## config.mk

```make
export PLATFORM = sky130hd
export DESIGN_NAME = dmem_access_ctrl
export DESIGN_NICKNAME = d
export VERILOG_FILES = /design/src/rtl/dmem_access_ctrl_pkg.sv /design/src/rtl/dmem_access_ctrl_lane_sel.sv /design/src/rtl/dmem_access_ctrl.sv
export SDC_FILE = /design/constraint.sdc
export NUM_CORES = 1
export LEC_CHECK = 0
export BUFFER_PORTS_ARGS = -buffer_cell sky130_fd_sc_hd__buf_2
export CAP_MARGIN = 20
export CORE_ASPECT_RATIO = 0.75
export CORE_MARGIN = 5
export CORE_UTILIZATION = 50
export DETAILED_ROUTE_END_ITERATION = 8
export PLACE_DENSITY = 0.86
export SETUP_SLACK_MARGIN = 0.15
export SKIP_CTS_REPAIR_TIMING = 1
export SLEW_MARGIN = 40
export SYNTH_ARGS = -nofsm -noshare
export SYNTH_HDL_FRONTEND = slang
export SYNTH_HIERARCHICAL = 1
export SYNTH_SLANG_ARGS = --single-unit
```

## constraint.sdc

```tcl
create_clock -name clk -period 1.95 [get_ports clk]
set_input_delay 0.0975 -clock clk [delete_from_list [all_inputs] [get_ports clk]]
set_output_delay 0.0975 -clock clk [all_outputs]
set_load 0.05 [all_outputs]
```

## src/rtl/dmem_access_ctrl_pkg.sv

```systemverilog
// Shared opcode constants, FSM state encoding and defaults for the data-memory
// access controller.
package dmem_access_ctrl_pkg;

    localparam logic [5:0] OP_LB  = 6'b100000;
    localparam logic [5:0] OP_LH  = 6'b100001;
    localparam logic [5:0] OP_LW  = 6'b100011;
    localparam logic [5:0] OP_LBU = 6'b100100;
    localparam logic [5:0] OP_LHU = 6'b100101;
    localparam logic [5:0] OP_SB  = 6'b101000;
    localparam logic [5:0] OP_SH  = 6'b101001;
    localparam logic [5:0] OP_SW  = 6'b101011;

    localparam int unsigned DEFAULT_TIMEOUT = 16;

    typedef enum logic [1:0] {
        StIdle = 2'd0,
        StBusy = 2'd1,
        StResp = 2'd2
    } state_e;

endpackage

```

## src/rtl/dmem_access_ctrl_lane_sel.sv

```systemverilog
// Decodes a MEM-stage opcode and the low address bits into byte enables,
// replicated store data and an alignment-fault flag.
module dmem_access_ctrl_lane_sel
    import dmem_access_ctrl_pkg::*;
(
    input  logic [5:0]  i_op,
    input  logic [1:0]  i_addr_lo,
    input  logic [31:0] i_wdata,
    output logic        o_load,
    output logic        o_store,
    output logic [3:0]  o_be,
    output logic [31:0] o_wdata,
    output logic        o_misalign
);

    always_comb begin
        o_load     = 1'b0;
        o_store    = 1'b0;
        o_be       = 4'b0000;
        o_wdata    = 32'h0;
        o_misalign = 1'b0;
        case (i_op)
            OP_LB, OP_LBU, OP_SB: begin
                o_load  = (i_op != OP_SB);
                o_store = (i_op == OP_SB);
                o_be    = 4'b0001 << i_addr_lo;
                o_wdata = {4{i_wdata[7:0]}};
            end
            OP_LH, OP_LHU, OP_SH: begin
                o_load     = (i_op != OP_SH);
                o_store    = (i_op == OP_SH);
                o_be       = i_addr_lo[1] ? 4'b1100 : 4'b0011;
                o_wdata    = {2{i_wdata[15:0]}};
                o_misalign = i_addr_lo[0];
            end
            OP_LW, OP_SW: begin
                o_load     = (i_op == OP_LW);
                o_store    = (i_op == OP_SW);
                o_be       = 4'b1111;
                o_wdata    = i_wdata;
                o_misalign = |i_addr_lo;
            end
            default: ;
        endcase
    end

endmodule

```

## src/rtl/dmem_access_ctrl.sv

```systemverilog
// Sequences MEM-stage loads/stores onto a single-beat, variable-latency data bus,
// stalling the pipeline until the access completes or times out.
module dmem_access_ctrl
    import dmem_access_ctrl_pkg::*;
#(
    parameter int unsigned TIMEOUT = DEFAULT_TIMEOUT
) (
    input  logic        clk,
    input  logic        rst_n,
    input  logic        i_mem_valid,
    input  logic [5:0]  i_op,
    input  logic [31:0] i_addr,
    input  logic [31:0] i_wdata,
    output logic        o_stall,
    output logic [31:0] o_rdata,
    output logic        o_rdata_valid,
    output logic        o_adel,
    output logic        o_ades,
    output logic        o_bus_err,
    output logic        o_bus_req,
    output logic        o_bus_we,
    output logic [31:0] o_bus_addr,
    output logic [3:0]  o_bus_be,
    output logic [31:0] o_bus_wdata,
    input  logic        i_bus_ack,
    input  logic [31:0] i_bus_rdata
);

    localparam logic [7:0] TO_LAST = 8'(TIMEOUT - 1);

    logic        w_load;
    logic        w_store;
    logic [3:0]  w_be;
    logic [31:0] w_wdata;
    logic        w_misalign;
    logic        w_decoded;
    logic        w_accept;
    logic        w_fault;
    logic [31:0] w_ext;
    logic [7:0]  w_byte;
    logic [15:0] w_half;

    state_e      r_state;
    logic [7:0]  r_cnt;
    logic [5:0]  r_op;
    logic [1:0]  r_off;
    logic        r_bus_req;
    logic        r_bus_we;
    logic [31:0] r_bus_addr;
    logic [3:0]  r_bus_be;
    logic [31:0] r_bus_wdata;
    logic [31:0] r_rdata;
    logic        r_rdata_valid;
    logic        r_adel;
    logic        r_ades;
    logic        r_bus_err;

    dmem_access_ctrl_lane_sel u_lane_sel (
        .i_op       (i_op),
        .i_addr_lo  (i_addr[1:0]),
        .i_wdata    (i_wdata),
        .o_load     (w_load),
        .o_store    (w_store),
        .o_be       (w_be),
        .o_wdata    (w_wdata),
        .o_misalign (w_misalign)
    );

    assign w_decoded = w_load | w_store;
    assign w_accept  = (r_state == StIdle) & i_mem_valid & w_decoded & ~w_misalign;
    assign w_fault   = (r_state == StIdle) & i_mem_valid & w_decoded & w_misalign;

    // Lane extraction uses the offset latched at request time, not the live address.
    assign w_byte = i_bus_rdata[{r_off, 3'b000} +: 8];
    assign w_half = r_off[1] ? i_bus_rdata[31:16] : i_bus_rdata[15:0];

    always_comb begin
        w_ext = i_bus_rdata;
        case (r_op)
            OP_LB:   w_ext = {{24{w_byte[7]}}, w_byte};
            OP_LBU:  w_ext = {24'h0, w_byte};
            OP_LH:   w_ext = {{16{w_half[15]}}, w_half};
            OP_LHU:  w_ext = {16'h0, w_half};
            default: w_ext = i_bus_rdata;
        endcase
    end

    always_ff @(posedge clk or negedge rst_n) begin
        if (!rst_n) begin
            r_state       <= StIdle;
            r_cnt         <= 8'd0;
            r_op          <= 6'd0;
            r_off         <= 2'd0;
            r_bus_req     <= 1'b0;
            r_bus_we      <= 1'b0;
            r_bus_addr    <= 32'h0;
            r_bus_be      <= 4'b0000;
            r_bus_wdata   <= 32'h0;
            r_rdata       <= 32'h0;
            r_rdata_valid <= 1'b0;
            r_adel        <= 1'b0;
            r_ades        <= 1'b0;
            r_bus_err     <= 1'b0;
        end else begin
            r_rdata_valid <= 1'b0;
            r_adel        <= 1'b0;
            r_ades        <= 1'b0;
            r_bus_err     <= 1'b0;
            case (r_state)
                StIdle: begin
                    if (w_accept) begin
                        r_op        <= i_op;
                        r_off       <= i_addr[1:0];
                        r_bus_we    <= w_store;
                        r_bus_addr  <= {i_addr[31:2], 2'b00};
                        r_bus_be    <= w_be;
                        r_bus_wdata <= w_wdata;
                        r_bus_req   <= 1'b1;
                        r_cnt       <= 8'd0;
                        r_state     <= StBusy;
                    end else if (w_fault) begin
                        r_adel <= w_load;
                        r_ades <= w_store;
                    end
                end
                StBusy: begin
                    // Ack has priority over a timeout landing on the same edge.
                    if (i_bus_ack) begin
                        r_bus_req <= 1'b0;
                        r_cnt     <= 8'd0;
                        r_state   <= StResp;
                        if (!r_bus_we) begin
                            r_rdata       <= w_ext;
                            r_rdata_valid <= 1'b1;
                        end
                    end else if (r_cnt == TO_LAST) begin
                        r_bus_req <= 1'b0;
                        r_bus_err <= 1'b1;
                        r_cnt     <= 8'd0;
                        r_state   <= StResp;
                    end else begin
                        r_cnt <= r_cnt + 8'd1;
                    end
                end
                StResp:  r_state <= StIdle;
                default: r_state <= StIdle;
            endcase
        end
    end

    assign o_stall       = (r_state == StBusy) | w_accept;
    assign o_rdata       = r_rdata;
    assign o_rdata_valid = r_rdata_valid;
    assign o_adel        = r_adel;
    assign o_ades        = r_ades;
    assign o_bus_err     = r_bus_err;
    assign o_bus_req     = r_bus_req;
    assign o_bus_we      = r_bus_we;
    assign o_bus_addr    = r_bus_addr;
    assign o_bus_be      = r_bus_be;
    assign o_bus_wdata   = r_bus_wdata;

endmodule
```

Word level (Yosys, flattened, before mapping)
Cells that the tools add are included.

storage, ports and cells
  logic and storage cells = 86
  flip-flop bits (word level) = 122

operators by class
  muxes and demuxes = 32
  bitwise logic cells = 8
  shift operators = 2
  add/subtract/negate cells = 1
  equal/unequal tests = 18
  reductions and logical operators = 11

operators by type and width
  cell                                                               count
  32-bit case mux with 4 select lines                                1
  32-bit case mux with 3 select lines                                1
  6-bit == test, second input constant                               12
  32-bit by 6-bit indexed part select with 8-bit output              1
  8-bit two-way mux                                                  3
  16-bit two-way mux                                                 1
  8-bit case mux with 2 select lines                                 1
  1-bit two-way mux                                                  15
  6-bit inequality test, second input constant                       2
  4-bit case mux with 3 select lines                                 1
  8-bit by 1-bit adder with 8-bit output, second input constant      1
  8-bit by 4-bit == test with 1-bit output, second input constant    1
  2-bit two-way mux                                                  3
  1-bit case mux with 3 select lines                                 2
  2-bit AND reduction                                                3
  3-bit AND reduction                                                2
  3-bit OR reduction                                                 2
  1-bit AND                                                          4
  4-bit two-way mux                                                  1
  1-bit case mux with 2 select lines                                 2
  2-bit case mux with 2 select lines                                 1
  2-bit OR reduction                                                 2
  1-bit by 2-bit left shift with 4-bit output, first input constant  1
  3-bit inequality test, second input constant                       1
  other kinds (6)                                                    8

Logic depth before layout (Yosys ltp)
  depth in word-level cells = 9
  mapped depth = 10

Hierarchy
Netlist, hierarchy kept.

by module, submodules not included
  module                     instances  area each (um2)  sequential area each (um2)  cells each
  dmem_access_ctrl           1          5,170.0          3,052.9                     384
  dmem_access_ctrl_lane_sel  1          606.8            0.0                         89

Worst setup path after synthesis
No wires, ideal clock.

  path kind = reg-to-reg
  from = reg r_state[1]
  to = reg r_bus_addr[10], in the netlist o_bus_addr[10]
  stages on the path, launching flop included = 6
  path buffers = 2
  arrival time = 1.667 ns
  data required time = 1.823 ns
  clock period less this slack = 1.794 ns
  slack = 0.156 ns
  library setup time = 0.127 ns
  cell sequence = dfrtp_1 > or3b_1 > nor3_2 > buf_6 > buf_6 > mux2_1

on the way
  cells in the longest elaborated chain, start to end = 5

ends and longest elaborated chain
  what                                      line                                             RTL
  start, declared                           dmem_access_ctrl.sv:43                           state_e r_state;
  start signal, assigned                    dmem_access_ctrl.sv:90                           r_state <= StIdle;
  start signal, assigned                    dmem_access_ctrl.sv:120                          r_state <= StBusy;
  start signal, assigned                    dmem_access_ctrl.sv:131                          r_state <= StResp;
  2-bit zero test (*)                       dmem_access_ctrl.sv:70, dmem_access_ctrl.sv:109
  1-bit AND (3 in series)                   dmem_access_ctrl.sv:70                           assign w_accept = (r_state == StIdle) & i_mem_valid & w_decoded & ~w_misalign;
  2-bit AND reduction (no source line) (*)  n/a
  end signal, assigned                      dmem_access_ctrl.sv:115                          r_bus_addr <= {i_addr[31:2], 2'b00};
  end, declared                             dmem_access_ctrl.sv:49                           logic [31:0] r_bus_addr;

Mark *: on every way between the ends. The rest lies on a longest branch, timed or not.
A chain may end at the register's enable or synchronous reset.

Worst setup path in the final report
  from = reg r_state[0]
  to = out o_stall

on the way
  cells in the longest elaborated chain, start to end = 5
  elaborated cells on any way between the ends = 6

ends and longest elaborated chain
  what                     line                     RTL
  2-bit zero test          dmem_access_ctrl.sv:70
  1-bit AND (3 in series)  dmem_access_ctrl.sv:70
  1-bit OR (*)             dmem_access_ctrl.sv:151  assign o_stall = (r_state == StBusy) | w_accept;
  end, declared            dmem_access_ctrl.sv:14   output logic o_stall,

Marks and branches as above.

==> results.md <==
* Status: completed
* Die area at 0.0138 mm2
* Num CTS Buffers at 17
* Yosys warnings at 6
* Final Skew at 0.0108 ns
* Fraction of registers with async set/reset at 100%
* CP Capture Type: output port
* Reg clk slew, reported paths at 0.05 ns
* Final HPWL DP at 11,600 um
* Worst endpoint required time at 1.85 ns
* Clk buf depth at 2
* Critical path class: reg2out
* DRC at 0
* Commonest cells in the synthesized netlist: 122 x dfrtp_1, 59 x mux2_2, 37 x nand2_1
* Setup TNS at 0 ns
* Vias in the first global route at 4,812
* Count of cell types in the netlist at 56
* Antenna Nets Post-Route at 0
* Post-synth top area share at 52.8%
* Most common cell in the netlist: dfrtp_1
* Highest Clock Rate at 0.517 GHz
* Cell Area, Placed at 0.00703 mm2
* CTS sink cnt at 122
* Setup WS post-layout at 0.0159 ns
* Max VDD drop at 1.03 mV
* Max_slew headroom at 46.7%
* Synth area leaders: dfrtp_1 53%, mux2_2 12%, mux2_1 5.5%
* Largest area contributor in the netlist: dfrtp_1
* Largest net degree at the start of global routing at 123
* Synth-to-Final Area Change at 48.1%
* RSZ-0062 raised after global routing: yes
* Top FF cell, synth: dfrtp_1
* H-tree levels at 4
* Post-Syn Area at 0.00578 mm2
* Layout Cell Area excl Fill at 0.00855 mm2
* First-pass GRT wire length at 24,700 um
* PwrDens at 1360 mW/mm2
* Critical Path Fanout Max at 4
* Worst hold path class: in2reg
* Initial Util at 50.5%
* Initial DRC count at 355
* Row count at 34
* Initial antenna violation count at 2
* Router iterations before antenna repair at 5
* Final setup viols at 0
* Die Wd at 134 um
* CTS tree: yes
* Core area at 0.0114 mm2
* Sequential element share of the synthesized area at 52.8%
* Yosys reg bits at 122
* Layout net count at 861
* Fin crit period at 1.93 ns
* # IOs at 213
* Vias at 5,195
* Worst Path Arrival at 1.84 ns
* Final Hold Fails at 0
* Global route overflow at 0
* Worst skew pair latency at 0.41 ns
* EDFF count, synth at 0
* Wire per inst at 20.7 um
* Pre-CTS setup slack at -0.0186 ns
* Inserted Diodes at 0
* Design Power at 11.6 mW
* Chip height at 103 um
* Min Hold Slack at 0.0156 ns
* Pins over their slew limit at 0
* CP startpoint kind: flop
* Worst-margin pin slew at 0.798 ns
* Routed vias/inst at 5.70
* Syn_area_per_cell at 12.2 um2
* Port buffer count at 210
* Fillcell total at 767
* GPL Wtd Cong at 0.902
* Max Cap Viol at 0
* Final period utilization at 99.2%
* Syn Inst Count at 473
* Share of layout cells above drive strength 1 at 49.0%
* Total GRT Usage at 22.9%
* Pleak at 4.22 nW
* Clock root buffer: clkbuf_16
* WL final at 18,900 um
[state kept, by name (all words and copies together), names as in the netlist, 2 cells and up]
signal,count
r_op,6
r_state,2
r_cnt,8
o_rdata,32
o_bus_wdata,32
o_bus_be,4
r_off,2
o_bus_addr,30
[per-layer routing]
layer	GRT usage (%)	vias to the layer above	part of all wire, %
met3	7.37	33	7.7
met4	8.06	4	1.4
met2	37.4	263	51
met5	0	-	0.11
met1	29.1	2557	40
li1	-	2338	-
[placed cells by master (no fill, tap or decap), drive strengths merged, types with 2 or more instances in the layout]
master	n
o32ai	5
inv	10
nor3	14
or3b	2
o21a	6
conb	2
mux2	87
a22o	10
nand2	38
nor2	11
o21ai	7
nand2b	8
nor3b	5
a21oi	13
o221a	6
dlygate4sd3	47
and3	6
and2	4
o31ai	4
clkbuf	23
a41oi	2
a211o	2
a221o	16
nor2b	7
o2bb2ai	8
a211oi	2
a31oi	9
or3	6
bufinv	4
buf	241
dfrtp	122
nand3	6
clkinvlp	4
clkinv	4
o22ai	11
[final timing paths]
check	startpoint	endpoint	slack [ns]	depth (start not counted)
max	r_state[0]	o_stall	0.02	4
min	i_bus_rdata[10]	o_rdata[10]	0.02	3
max reg2reg	r_state[0]	o_bus_wdata[23]	0.05	5
min reg2reg	o_bus_addr[15]	o_bus_addr[15]	0.49	1
max in group asynchronous	rst_n	o_bus_be[3]	1.07	3
min in group asynchronous	rst_n	o_bus_addr[16]	0.31	3
[critical path: stages (launching register included)]
cell	delay, ns
dfrtp_1	0.38
or3b_4	0.42
o31a_1	0.39
inv_2	0.10
buf_8	0.14
[stage by stage]
step / util [%] / instances
after detailed placement: 61.4 / 819
after global placement: 61.4 / 819
after floorplan: - / 474
after CTS: 66.9 / 851
after global routing: 74.7 / 911
final: 74.7 / 911
[report_power, final]
group	switching, mW	internal (mW)
clock network	1.18	2.18
logic	3.17	1.43
registers	0.451	3.20
total	4.81	6.80
[area by class of cell]
class                      instances  area [um2]  area share, %
tap                              144         180           2.11
timing repair buffer             293        2010           23.5
sequential                       122        3050           35.7
inverter                           8        30.0          0.351
clock buffer                      18         439           5.13
multi-input combinational        312        2640           30.9
clock inverter                    14         195           2.28
[kinds of logic (layout without fill, tap and decap cells)]
logic type	count (synthesis)	after routing	synth area share [%]
compound gates	106	106	14.6
xor+xnor	2	2	0.303
fa+ha+maj	1	1	0.217
buf+inv	40	333	4.12
flops	122	122	52.8
mux	87	87	17.0
other cells	1	2	0.0649
simple gates	114	114	10.9
Power figures use the tool's default switching activity.
